--- src/rtl/mem_stage_ctrl.sv ---
// MEM-stage controller: data-memory req/ack handshake with timeout abort, upstream
// stall, registered branch/jump redirect + flush, and the MEM/WB payload register.
module mem_stage_ctrl #(
    parameter int ADDR_W  = 32,
    parameter int TIMEOUT = 16
) (
    input  logic              clk,
    input  logic              rst_n,
    input  logic [7:0]        mem_aluout,
    input  logic [7:0]        mem_read_data_2,
    input  logic [ADDR_W-1:0] mem_reg_write_addr,
    input  logic [ADDR_W-1:0] mem_branch_addr,
    input  logic [ADDR_W-1:0] mem_jump_addr,
    input  logic              mem_zr,
    input  logic              mem_branch,
    input  logic              mem_branch_flip,
    input  logic              mem_jump,
    input  logic              mem_mem_read,
    input  logic              mem_mem_write,
    input  logic              mem_reg_write,
    input  logic              mem_memto_reg,
    output logic              dm_req,
    output logic              dm_we,
    output logic [7:0]        dm_addr,
    output logic [7:0]        dm_wdata,
    input  logic [7:0]        dm_rdata,
    input  logic              dm_ack,
    output logic              stall,
    output logic              pc_redirect,
    output logic [ADDR_W-1:0] pc_target,
    output logic              flush,
    output logic [7:0]        wb_result,
    output logic [ADDR_W-1:0] wb_reg_write_addr,
    output logic              wb_reg_write,
    output logic              bus_err
);

    localparam int CNT_W = (TIMEOUT > 2) ? $clog2(TIMEOUT) : 1;
    localparam logic [CNT_W-1:0] CNT_LAST = CNT_W'(TIMEOUT - 1);

    typedef enum logic {S_IDLE, S_ACCESS} state_t;

    state_t             state_reg, state_next;
    logic [CNT_W-1:0]   cnt_reg;
    logic [7:0]         addr_reg, wdata_reg, alu_reg;
    logic               we_reg, rw_reg, m2r_reg;
    logic [ADDR_W-1:0]  rd_addr_reg;
    logic [7:0]         wb_result_reg;
    logic [ADDR_W-1:0]  wb_addr_reg;
    logic               wb_rw_reg;
    logic               redirect_reg;
    logic [ADDR_W-1:0]  target_reg;
    logic               bus_err_reg;

    logic               mem_op, taken, stall_int, ack_hit, timeout_hit;
    logic [ADDR_W-1:0]  target_sel;

    assign mem_op     = mem_mem_read | mem_mem_write;
    assign taken      = mem_jump | (mem_branch & (mem_zr ^ mem_branch_flip));
    assign target_sel = mem_jump ? mem_jump_addr : mem_branch_addr;

    always_ff @(posedge clk or negedge rst_n) begin
        if (!rst_n) state_reg <= S_IDLE;
        else        state_reg <= state_next;
    end

    always_comb begin
        state_next  = state_reg;
        stall_int   = 1'b0;
        ack_hit     = 1'b0;
        timeout_hit = 1'b0;
        case (state_reg)
            S_IDLE: begin
                if (mem_op) begin
                    stall_int  = 1'b1;
                    state_next = S_ACCESS;
                end
            end
            S_ACCESS: begin
                if (dm_ack) begin
                    ack_hit    = 1'b1;
                    state_next = S_IDLE;
                end else if (cnt_reg == CNT_LAST) begin
                    timeout_hit = 1'b1;
                    state_next  = S_IDLE;
                end else begin
                    stall_int = 1'b1;
                end
            end
            default: state_next = S_IDLE;
        endcase
    end

    always_ff @(posedge clk or negedge rst_n) begin
        if (!rst_n) begin
            cnt_reg       <= '0;
            addr_reg      <= '0;
            wdata_reg     <= '0;
            alu_reg       <= '0;
            we_reg        <= 1'b0;
            rw_reg        <= 1'b0;
            m2r_reg       <= 1'b0;
            rd_addr_reg   <= '0;
            wb_result_reg <= '0;
            wb_addr_reg   <= '0;
            wb_rw_reg     <= 1'b0;
            redirect_reg  <= 1'b0;
            target_reg    <= '0;
            bus_err_reg   <= 1'b0;
        end else if (state_reg == S_IDLE) begin
            cnt_reg <= '0;
            if (mem_op) begin
                // Capture the whole instruction so the access is immune to upstream changes.
                addr_reg     <= mem_aluout;
                wdata_reg    <= mem_read_data_2;
                alu_reg      <= mem_aluout;
                we_reg       <= mem_mem_write;
                rw_reg       <= mem_reg_write;
                m2r_reg      <= mem_memto_reg;
                rd_addr_reg  <= mem_reg_write_addr;
                wb_rw_reg    <= 1'b0;
                redirect_reg <= 1'b0;
            end else begin
                wb_result_reg <= mem_aluout;
                wb_addr_reg   <= mem_reg_write_addr;
                wb_rw_reg     <= mem_reg_write;
                redirect_reg  <= taken;
                if (taken) target_reg <= target_sel;
            end
        end else begin
            redirect_reg <= 1'b0;
            if (ack_hit) begin
                cnt_reg       <= '0;
                wb_result_reg <= m2r_reg ? dm_rdata : alu_reg;
                wb_addr_reg   <= rd_addr_reg;
                wb_rw_reg     <= rw_reg;
            end else if (timeout_hit) begin
                // Aborted loads write back zero rather than stale bus data.
                cnt_reg       <= '0;
                bus_err_reg   <= 1'b1;
                wb_result_reg <= we_reg ? alu_reg : 8'h00;
                wb_addr_reg   <= rd_addr_reg;
                wb_rw_reg     <= rw_reg;
            end else begin
                cnt_reg   <= cnt_reg + 1'b1;
                wb_rw_reg <= 1'b0;
            end
        end
    end

    assign dm_req            = (state_reg == S_ACCESS);
    assign dm_we             = we_reg;
    assign dm_addr           = addr_reg;
    assign dm_wdata          = wdata_reg;
    assign stall             = rst_n & stall_int;
    assign pc_redirect       = redirect_reg;
    assign flush             = redirect_reg;
    assign pc_target         = target_reg;
    assign wb_result         = wb_result_reg;
    assign wb_reg_write_addr = wb_addr_reg;
    assign wb_reg_write      = wb_rw_reg;
    assign bus_err           = bus_err_reg;

endmodule
--- config.mk ---
export PLATFORM = sky130hd
export DESIGN_NAME = mem_stage_ctrl
export DESIGN_NICKNAME = d
export VERILOG_FILES = /design/src/rtl/mem_stage_ctrl.sv
export SDC_FILE = /design/constraint.sdc
export NUM_CORES = 1
export LEC_CHECK = 0
export ABC_CLOCK_PERIOD_IN_PS = 1550
export CAP_MARGIN = 20
export CORE_MARGIN = 1
export CORE_UTILIZATION = 40
export DETAILED_ROUTE_END_ITERATION = 7
export GPL_TIMING_DRIVEN = 0
export MAX_ROUTING_LAYER = met4
export PLACE_DENSITY_LB_ADDON = 0.15
export SLEW_MARGIN = 20
export SYNTH_ARGS = -nofsm -noshare
export SYNTH_HDL_FRONTEND = slang
export SYNTH_SLANG_ARGS = --single-unit
--- constraint.sdc ---
create_clock -name clk -period 1.55 [get_ports clk]
set_clock_uncertainty 0.2 [all_clocks]
set_input_delay 0.155 -clock clk [delete_from_list [all_inputs] [get_ports clk]]
set_output_delay 0.155 -clock clk [all_outputs]
set_load 0.03 [all_outputs]
==> key figures <==
Floorplan
  – Die ar.: 15,600 sq um
  – Rows: 44
  – Ports: 226
  – Starting Density: 41.2%
  – Die Width: 125 um
  – Die span in y: 125 um
  – Core ar.: 14,600 sq um

Setup path
  – WP data arrival: 2.04 ns
  – Setup slack, reg-to-reg: -0.35 ns
  – Worst Reg-to-Reg Cells: 8
  – Cell mode on critical path: buf_6
  – Max stage delay on crit path: 0.42 ns
  – CP Data Required Time: 1.70 ns
  – Worst r2r dst: wb_result[1]
  – R2r startpoint: dm_req
  – CP cell instances: buf_6 > o21bai_4 > a21boi_4 > buf_4 > buf_6 > buf_8 > bufbuf_16 > a21oi_2
  – Worst-path fanout max: 5
  – Slowest CP cell: dfrtp_2
  – CP Class: flop to flop
  – Crit path launch type: flop
  – Worst Setup End Kind: flop

Logic synthesis
  – FF+latch count, synth: 131
  – Mapped Cells: 490
  – Post-synth top area share: 54.3%
  – Ys Warns: 0
  – Yosys top cell by area: dfrtp_1
  – Post-synthesis sequential area ratio: 54.3%
  – Post-synth EDFFs: 0
  – Avg Cell Area, Syn: 12.3 sq um
  – Synth area leaders: dfrtp_1 54%, mux2_2 9.5%, mux2i_1 6.5%
  – Async S/R FF share, synth: 100%
  – Mapped Area: 6040 sq um
  – Top FF cell, synth: dfrtp_1
  – Synth cell types: 38
  – Net Count, Synth: 622

Timing
  – Actual slew at the worst max-slew pin: 0.758 ns
  – Worst setup margin: -0.349 ns
  – Slew Limit Fails: 0
  – Min Hold Slack: -0.540 ns
  – Max-Slew Margin vs Limit: 49.3%
  – Final Critical Period: 1.90 ns
  – Fmax: 0.527 GHz
  – RSZ-0062 raised after global routing: true
  – Finish-stage setup viols: 127
  – Final period utilization: 122%
  – Final hold violations: 125

Placement
  – IO buf count: 224
  – GP Congestion: 0.783
  – Setup Slack @ Placement: -0.848 ns
  – DP HPWL: 12.1 mm
  – DP Cell Count: 899

Pwr
  – LEAKAGE: 4.43 nW
  – Switching pwr: 6.94 mW
  – Internal: 11.1 mW
  – Clk network pwr share: 22.8%
  – VDD IR max: 1.08 mV
  – Combinational Power Share: 45.0%
  – Pwr Density: 1820 nW/um^2
  – Sequential group share of total power: 32.2%
  – Sw frac: 38.4%

Global routing
  – Largest net degree at the start of global routing: 69
  – First-pass GRT wire length: 29.1 mm
  – Overflow after GRT: 0
  – Gr usage total: 24.7%
  – Initial antenna violation count: 0
  – Via count of the first global-routing pass: 5,610

Cells and area
  – Final core utilization: 67.9%
  – Nets: 905
  – Layout cell share with drive strength beyond 1: 36.4%
  – Filler cells: 1,103
  – Non-Filler Instances: 970
  – N_diodes: 0
  – Area Growth Syn to Fin: 64.6%

Drt
  – Wirelength, routed: 18.4 mm
  – Drt drc: 22
  – Via density: 5.39
  – Antenna-violating nets left: 0
  – Routed WL per cell: 19.0 um
  – DR iter-0 viols: 238
  – DR vias: 5,226
  – Drt pass-1 iters: 6

Clocking
  – Inserted Clock Buffers: 17
  – Reg clk slew, reported paths: 0.06 ns
  – Clk buf depth: 2
  – TritonCTS clock tree: done
  – # clock sinks: 131
  – H-tree depth: 4
  – Clk_lat worst skew: 0.42 ns
  – Root Buffer Master: clkbuf_16

Outcome
  – Failing checks: design-rule violations, negative hold slack, negative setup slack
  – Status: finished with violations

Run
  – Max-cap violations: 0

Min path
  – Worst hold path class: input port to async pin
worst max-delay path by stage:
stage          slack (ns)  depth (start not counted)          start            to
6_report            -0.35                          8         dm_req  wb_result[1]
3_5_place_dp        -0.85                          5  mem_mem_write         stall
3_3_place_gp        -5.52                          1          rst_n        dm_req
2_1_floorplan       -0.09                          6         dm_req  wb_result[2]
5_1_grt             -0.40                          8     cnt_reg[0]  wb_result[6]
4_1_cts             -0.35                          5         dm_req         stall
through the flow:
stage	cell area, sq um	TNS (ns)	total power [mW]
floorplan	6070	-7.29	10.1
global placement	8540	-719.17	13.3
detailed placement	8570	-56.59	13.5
CTS	9790	-17.14	18.0
global route	9940	-26.10	18.9
finish	9940	-20.40	18.1
power groups by stage:
stage / logic [mW] / clock network (mW) / registers, mW
floorplan: 2.48 / 0 / 7.65
global placement: 7.68 / 0 / 5.61
detailed placement: 7.79 / 0 / 5.70
CTS: 8.08 / 4.17 / 5.75
global route: 8.60 / 4.30 / 6.00
finish: 8.13 / 4.12 / 5.81
worst max-delay path: cells and delay by family (launching register included):
family | cells | cell delay, ns
buffers and inverters | 5 | 0.77
AOI/OAI and AO/OA | 3 | 0.44
DFF | 1 | 0.42
area by class of cell:
cell class / count / area [sq um] / area share (%)
Inverter: 3 / 11.3 / 0.113
Sequential cell: 131 / 3280 / 33.0
Buffer: 38 / 440 / 4.43
Clock buffer: 22 / 474 / 4.77
Clock inverter: 10 / 130 / 1.31
Multi-Input combinational cell: 318 / 2850 / 28.7
Tap cell: 184 / 230 / 2.32
Timing Repair Buffer: 264 / 2520 / 25.4
cell usage after synthesis, drive strengths merged, types with 2 or more instances:
| cell type | instances |
|---|---|
| nor2b | 42 |
| nand2 | 37 |
| a21oi | 7 |
| a311oi | 7 |
| o221a | 32 |
| mux2 | 51 |
| o21bai | 2 |
| o211ai | 2 |
| xor2 | 2 |
| nor2 | 19 |
| inv | 3 |
| buf | 33 |
| dfrtp | 131 |
| a211o | 32 |
| nand3 | 2 |
| o21ai | 33 |
| clkbuf | 5 |
| mux2i | 39 |
cell families (layout without fill, tap and decap cells):
family / after synthesis / in the layout / synth area share [%]
compound gates: 119 / 119 / 16.3
xor+xnor: 3 / 3 / 0.435
fa+ha+maj: 1 / 1 / 0.207
buf+inv: 41 / 337 / 4.06
flops: 131 / 131 / 54.3
mux: 90 / 90 / 16.0
simple gates: 105 / 105 / 8.72
routing by layer:
metal	wire, um	track usage, %	vias to the layer above
met4	405	7.75	0
met3	1030	6.44	26
met5	0	-	-
met2	9450	42.4	171
li1	-	-	2371
met1	7530	28.3	2658
layout by cell type, fill, tap and decap left out, types with 21 or more instances in the layout:
| cell type | n |
|---|---|
| dfrtp_1 | 130 |
| clkdlybuf4s50_1 | 127 |
| mux2_2 | 51 |
| nor2b_1 | 40 |
| mux2i_1 | 39 |
| clkbuf_2 | 39 |
| a211o_1 | 32 |
| nand2_1 | 31 |
| buf_6 | 28 |
| clkdlybuf4s15_1 | 27 |
| clkbuf_16 | 21 |
what timing repair did:
item                       4_1_cts  5_1_grt
setup endpoints to repair      221      186
hold endpoints to repair       133       65
hold buffers                     1        4
gates resized for setup        274      145
setup buffers                   21        5
gates cloned                     2        6
pin swaps                        3        5
No activity file was read; power rests on OpenSTA's default activity.
==> edit 1 (same settings) <==
Set the parameter `ADDR_W` to 16 (it was 32).
--- a/src/rtl/mem_stage_ctrl.sv
+++ b/src/rtl/mem_stage_ctrl.sv
@@ -1,7 +1,7 @@
 // MEM-stage controller: data-memory req/ack handshake with timeout abort, upstream
 // stall, registered branch/jump redirect + flush, and the MEM/WB payload register.
 module mem_stage_ctrl #(
-    parameter int ADDR_W  = 32,
+    parameter int ADDR_W  = 16,
     parameter int TIMEOUT = 16
 ) (
     input  logic              clk,
Ports: changed (5 resized); port bits go from 226 to 146. No check against the original RTL was run, so the function may have changed too.
==> edit 1 against the original RTL <==
- the run ends with hold timing, setup timing left
- sequential cell count shrank 48
- total power down 42%
- utilization rose by 1.2 points
- worst hold slack improved by 0.076 ns
- final area shrank 35%
- sequential share of layout area shrank 0.88 points
- synthesized area fell by 35%
- worst setup slack better by 0.00099 ns
- routed wire length fell by 42%
- highest routed layer unchanged
==> edit 1: results (changes against the original RTL) <==
P per Cell Area=1630 nW/um^2 (-10%); GP Congestion=0.731 (-6.7%); endpoints failing hold=76 (-39%); Via density=5.15 (-4.4%); Crit Path Max Fanout=10 (+5); Clk pin slew, worst setup/hold paths=0.08 ns (+0.02 ns); clk_lat worst skew=0.35 ns (-0.07 ns); clkbuf count=11 (-50%); CP delay by family, top=flip-flops; drt pass-1 iters=4 (-2); Post-Syn Nets=374 (-40%); M2 GR Usage=0.366 (-0.0585); status=finished with violations; multi-input logic portion of the cell area=0.303 (+0.0156); total negative slack=-13.03 ns (+7.37 ns); Hold WS=-0.464 ns (+0.0763 ns); failing checks=hold timing, setup timing; gr usage total=0.215 (-0.0324); CTS root buf=clkbuf_8; setup ws final=-0.348 ns (+0.000994 ns); vias in the first global route=3171 (-43%); Post-CTS Setup Inserts=18 (-14%); crit-path max cell delay=0.44 ns (+0.02 ns); Non-clk bufs=194 (-36%); Setup WS pre-CTS=-1.15 ns (-0.298 ns); DR iter-0 viols=69 (-71%); port buffer count=142 (-37%); DR WL met2=5400 um (-43%); DPL Wire Length=6850 um (-43%); P_leak=2.84 nW (-36%); Flop+latch power=3.59 mW (-38%); setup violators final=75 (-41%); Rel. slew slack=0.652 (+0.159); # H-tree levels=3 (-1); fraction of layout cells with a size suffix above 1=0.346 (-0.0180); leading cell types by count after synthesis=dfrtp_1 (83), mux2_2 (65), a211o_1 (16), o21a_1 (16), o221a_2 (16); worst reg-to-reg path cell count=5 (-3); Final clock-cell share=0.0303 (-0.0305); clock sink count=83 (-37%); Met3 Routed Length=458 um (-56%); Layout Nets=558 (-38%); largest net degree at the start of global routing=54 (-22%); Sequential Area=2080 um^2 (-37%); met3 Usage GRT=0.0393 (-0.0251); WP data arrival=1.92 ns (-0.12 ns); comb_multi_in=183 (-42%)
edit 1: worst max-delay path by stage:
stage	cells after the start	slack, ns	end
after floorplan	4	-0.53	pc_target[10]
after global placement	3	-3.49	stall
after detailed placement	7	-1.15	stall
after CTS	5	-0.35	pc_target[7]
after global routing	5	-0.39	pc_target[13]
final	5	-0.35	pc_target[12]
edit 1: cell families (layout without fill, tap and decap cells):
| group | after synthesis | after routing | synth area share |
|---|---|---|---|
| AO/OA/AOI/OAI | 65 | 65 | 0.149 |
| XOR/XNOR | 3 | 3 | 0.00667 |
| adder cells (fa/ha/maj) | 1 | 1 | 0.00318 |
| buffers and inverters | 24 | 211 | 0.0327 |
| flip-flops | 83 | 83 | 0.527 |
| multiplexers | 81 | 81 | 0.238 |
| AND/OR/NAND/NOR | 33 | 33 | 0.0435 |
edit 1: metrics by stage:
stage,std cells,area (um^2)
after detailed placement,562,5660
final,606,6470
after global routing,606,6470
after global placement,561,5630
after CTS,599,6290
after floorplan,290,4050
==> edit 2 (config.mk and constraints unchanged) <==
Without the edit above. Make the reset (`rst_n`) synchronous in 2 clocked blocks.
--- a/src/rtl/mem_stage_ctrl.sv
+++ b/src/rtl/mem_stage_ctrl.sv
@@ -59,7 +59,7 @@
     assign taken      = mem_jump | (mem_branch & (mem_zr ^ mem_branch_flip));
     assign target_sel = mem_jump ? mem_jump_addr : mem_branch_addr;
 
-    always_ff @(posedge clk or negedge rst_n) begin
+    always_ff @(posedge clk) begin
         if (!rst_n) state_reg <= S_IDLE;
         else        state_reg <= state_next;
     end
@@ -91,7 +91,7 @@
         endcase
     end
 
-    always_ff @(posedge clk or negedge rst_n) begin
+    always_ff @(posedge clk) begin
         if (!rst_n) begin
             cnt_reg       <= '0;
             addr_reg      <= '0;
Check against the original RTL: differs if rst_n is asserted again (counterexample within 4 cycles, from zero or initial values and one cycle with rst_n low); with rst_n held inactive, the same outputs for 4 cycles.
==> edit 2 against the original RTL <==
- the flow finishes with violations (setup timing)
- synthesized area down 9.3%
- worst setup slack worse by 0.025 ns
- synthesized cell count up 24%
- routed wire length down 3.8%
- final area down 9.3%
- sequential cell count unchanged
- global-route usage up 1.2 points
- utilization about the same
- critical path type is now flip-flop to output port
- largest cell class is now multi-input combinational cells
Power is not compared: it rests on default switching activity, and its combinational part moved more than twofold at a synthesized area within 25%.
==> edit 2: results (changes against the original RTL) <==
Post-synth EDFFs=0 (unchanged); failing checks=setup timing; DPL Wire Length=12600 um (+4.7%); WP data arrival=1.57 ns (-0.47 ns); HP Class=input pin to flip-flop; gr usage total=0.259 (+0.0120); CTS Buffer Depth=2 (unchanged); final wirelength=17700 um (-3.8%); Post-Syn Nets=742 (+19%); vias in the first global route=5654 (+0.78%); Vias=5389 (+3.1%); Layout Nets=1003 (+11%); P_leak=3.75 nW; Crit Path Max Fanout=2 (-3); post-synthesis adder-cell area fraction=0.00228 (+0.000211); setup violators final=75 (-41%); largest net degree at the start of global routing=17 (-75%); top_reg_cell synth=dfxtp_1; cts bufs inserted=17 (unchanged); port buffer count=224 (unchanged); asr flop ratio synth=0 (-1.00); Setup WS pre-CTS=-1.15 ns (-0.299 ns); DR WL met2=8950 um (-5.3%); top layer in use=met4; setup ws final=-0.374 ns (-0.0255 ns); clk_lat worst skew=0.41 ns; first-pass GRT wire length=27800 um (-4.6%); Metal-1 WL=7500 um (-0.40%); drt pass-1 iters=4 (-2); Rel. slew slack=0.487 (-0.00608); status=finished with violations; VDD IR max=0.636 mV; # H-tree levels=4 (unchanged); leading cell types by count after synthesis=dfxtp_1 (131), nand2_1 (110), nor2_1 (83), mux2i_1 (65), a21oi_1 (58); antenna violations before repair=0 (unchanged); Slew Viols, Final=0 (unchanged); fraction of layout cells with a size suffix above 1=0.192 (-0.172); CTS root buf=clkbuf_16; synth top area cells=dfxtp_1 (48%), mux2i_1 (12%), nand2_1 (7.5%), a211oi_1 (6.4%), nor2_1 (5.7%); DR iter-0 viols=254 (+6.7%); post-synthesis mux area share=0.135 (-0.0246); Yosys cell types=29 (-24%); post-synthesis compound-gate area fraction=0.181 (+0.0178); register area share after synthesis=0.479 (-0.0642); Met3 Routed Length=1030 um (-0.49%); GP Congestion=0.854 (+9.0%); XOR/XNOR share of the synthesized area=0.00479 (+0.000444)
[edit 2: cell types whose count changed after synthesis, moves of 26 or more]
cell | before | now
a211oi_1 | 0 | 47
dfrtp_1 | 131 | 0
nand2_1 | 36 | 110
mux2_2 | 51 | 8
dfxtp_1 | 0 | 131
clkbuf_1 | 5 | 32
nor2b_1 | 41 | 9
o21ai_0 | 31 | 0
a211o_1 | 32 | 0
a21oi_1 | 7 | 58
nor2_1 | 18 | 83
mux2i_1 | 39 | 65
o221a_2 | 32 | 0
[edit 2: per-stage QoR]
stage	setup TNS, ns	power [mW]	cells	instance area [um^2]
floorplan	-8.06	5.06	610	5570
global placement	-75.61	6.02	1010	8030
detailed placement	-80.95	6.08	1010	8030
CTS	-18.17	9.74	1059	8940
global route	-22.44	10.1	1056	9020
finish	-17.68	9.76	1056	9020
[edit 2: cells by family (layout without fill, tap and decap cells)]
group,after synthesis,after routing
compound gates,136,136
flops,131,131
xor+xnor,3,3
buf+inv,56,326
mux,73,73
simple gates,210,210
fa+ha+maj,1,1
[edit 2: final timing paths]
| kind | start | endpoint | slack (ns) | depth (start not counted) |
|---|---|---|---|---|
| hold reg to reg | dm_wdata[5] | dm_wdata[5] | 0.25 | 2 |
| hold / removal | mem_read_data_2[4] | dm_wdata[4] | 0.09 | 3 |
| setup / recovery | cnt_reg[0] | stall | -0.37 | 6 |
| setup reg to reg | cnt_reg[0] | wb_reg_write_addr[4] | -0.31 | 8 |
[edit 2: layer usage]
layer  up-vias  track usage
met5         -            -
met4         0       0.0839
met1      2557        0.285
li1       2634            -
met2       174        0.455
met3        24       0.0651
[edit 2: area by class of cell]
type,count,area (um^2)
tap,176,220
timing repair buffer,247,2420
sequential,131,2630
clock inverter,6,57.6
clock buffer,22,474
inverter,4,15.0
multi-input combinational,423,2810
buffer,47,389
fill,1094,4280
[edit 2: report_power, final]
part / switching (mW) / total [mW] / internal [mW]
logic: 1.29 / 2.34 / 1.05
clock network: 1.36 / 3.64 / 2.28
registers: 0.145 / 3.79 / 3.64
total: 2.79 / 9.76 / 6.97
[edit 2: worst max-delay path: stages, from the launching register on]
cell and delay [ns]:
dfxtp_4 0.36, ha_4 0.16, nand3_4 0.09, a31oi_4 0.23, buf_8 0.15, nor2_4 0.03, buf_6 0.14
[edit 2: repair_timing]
action                                  4_1_cts  5_1_grt
pin swaps                                    12        8
resized for setup                           210       77
endpoints found under the setup margin      220      127
gates cloned                                  8        1
buffers inserted                             14        6
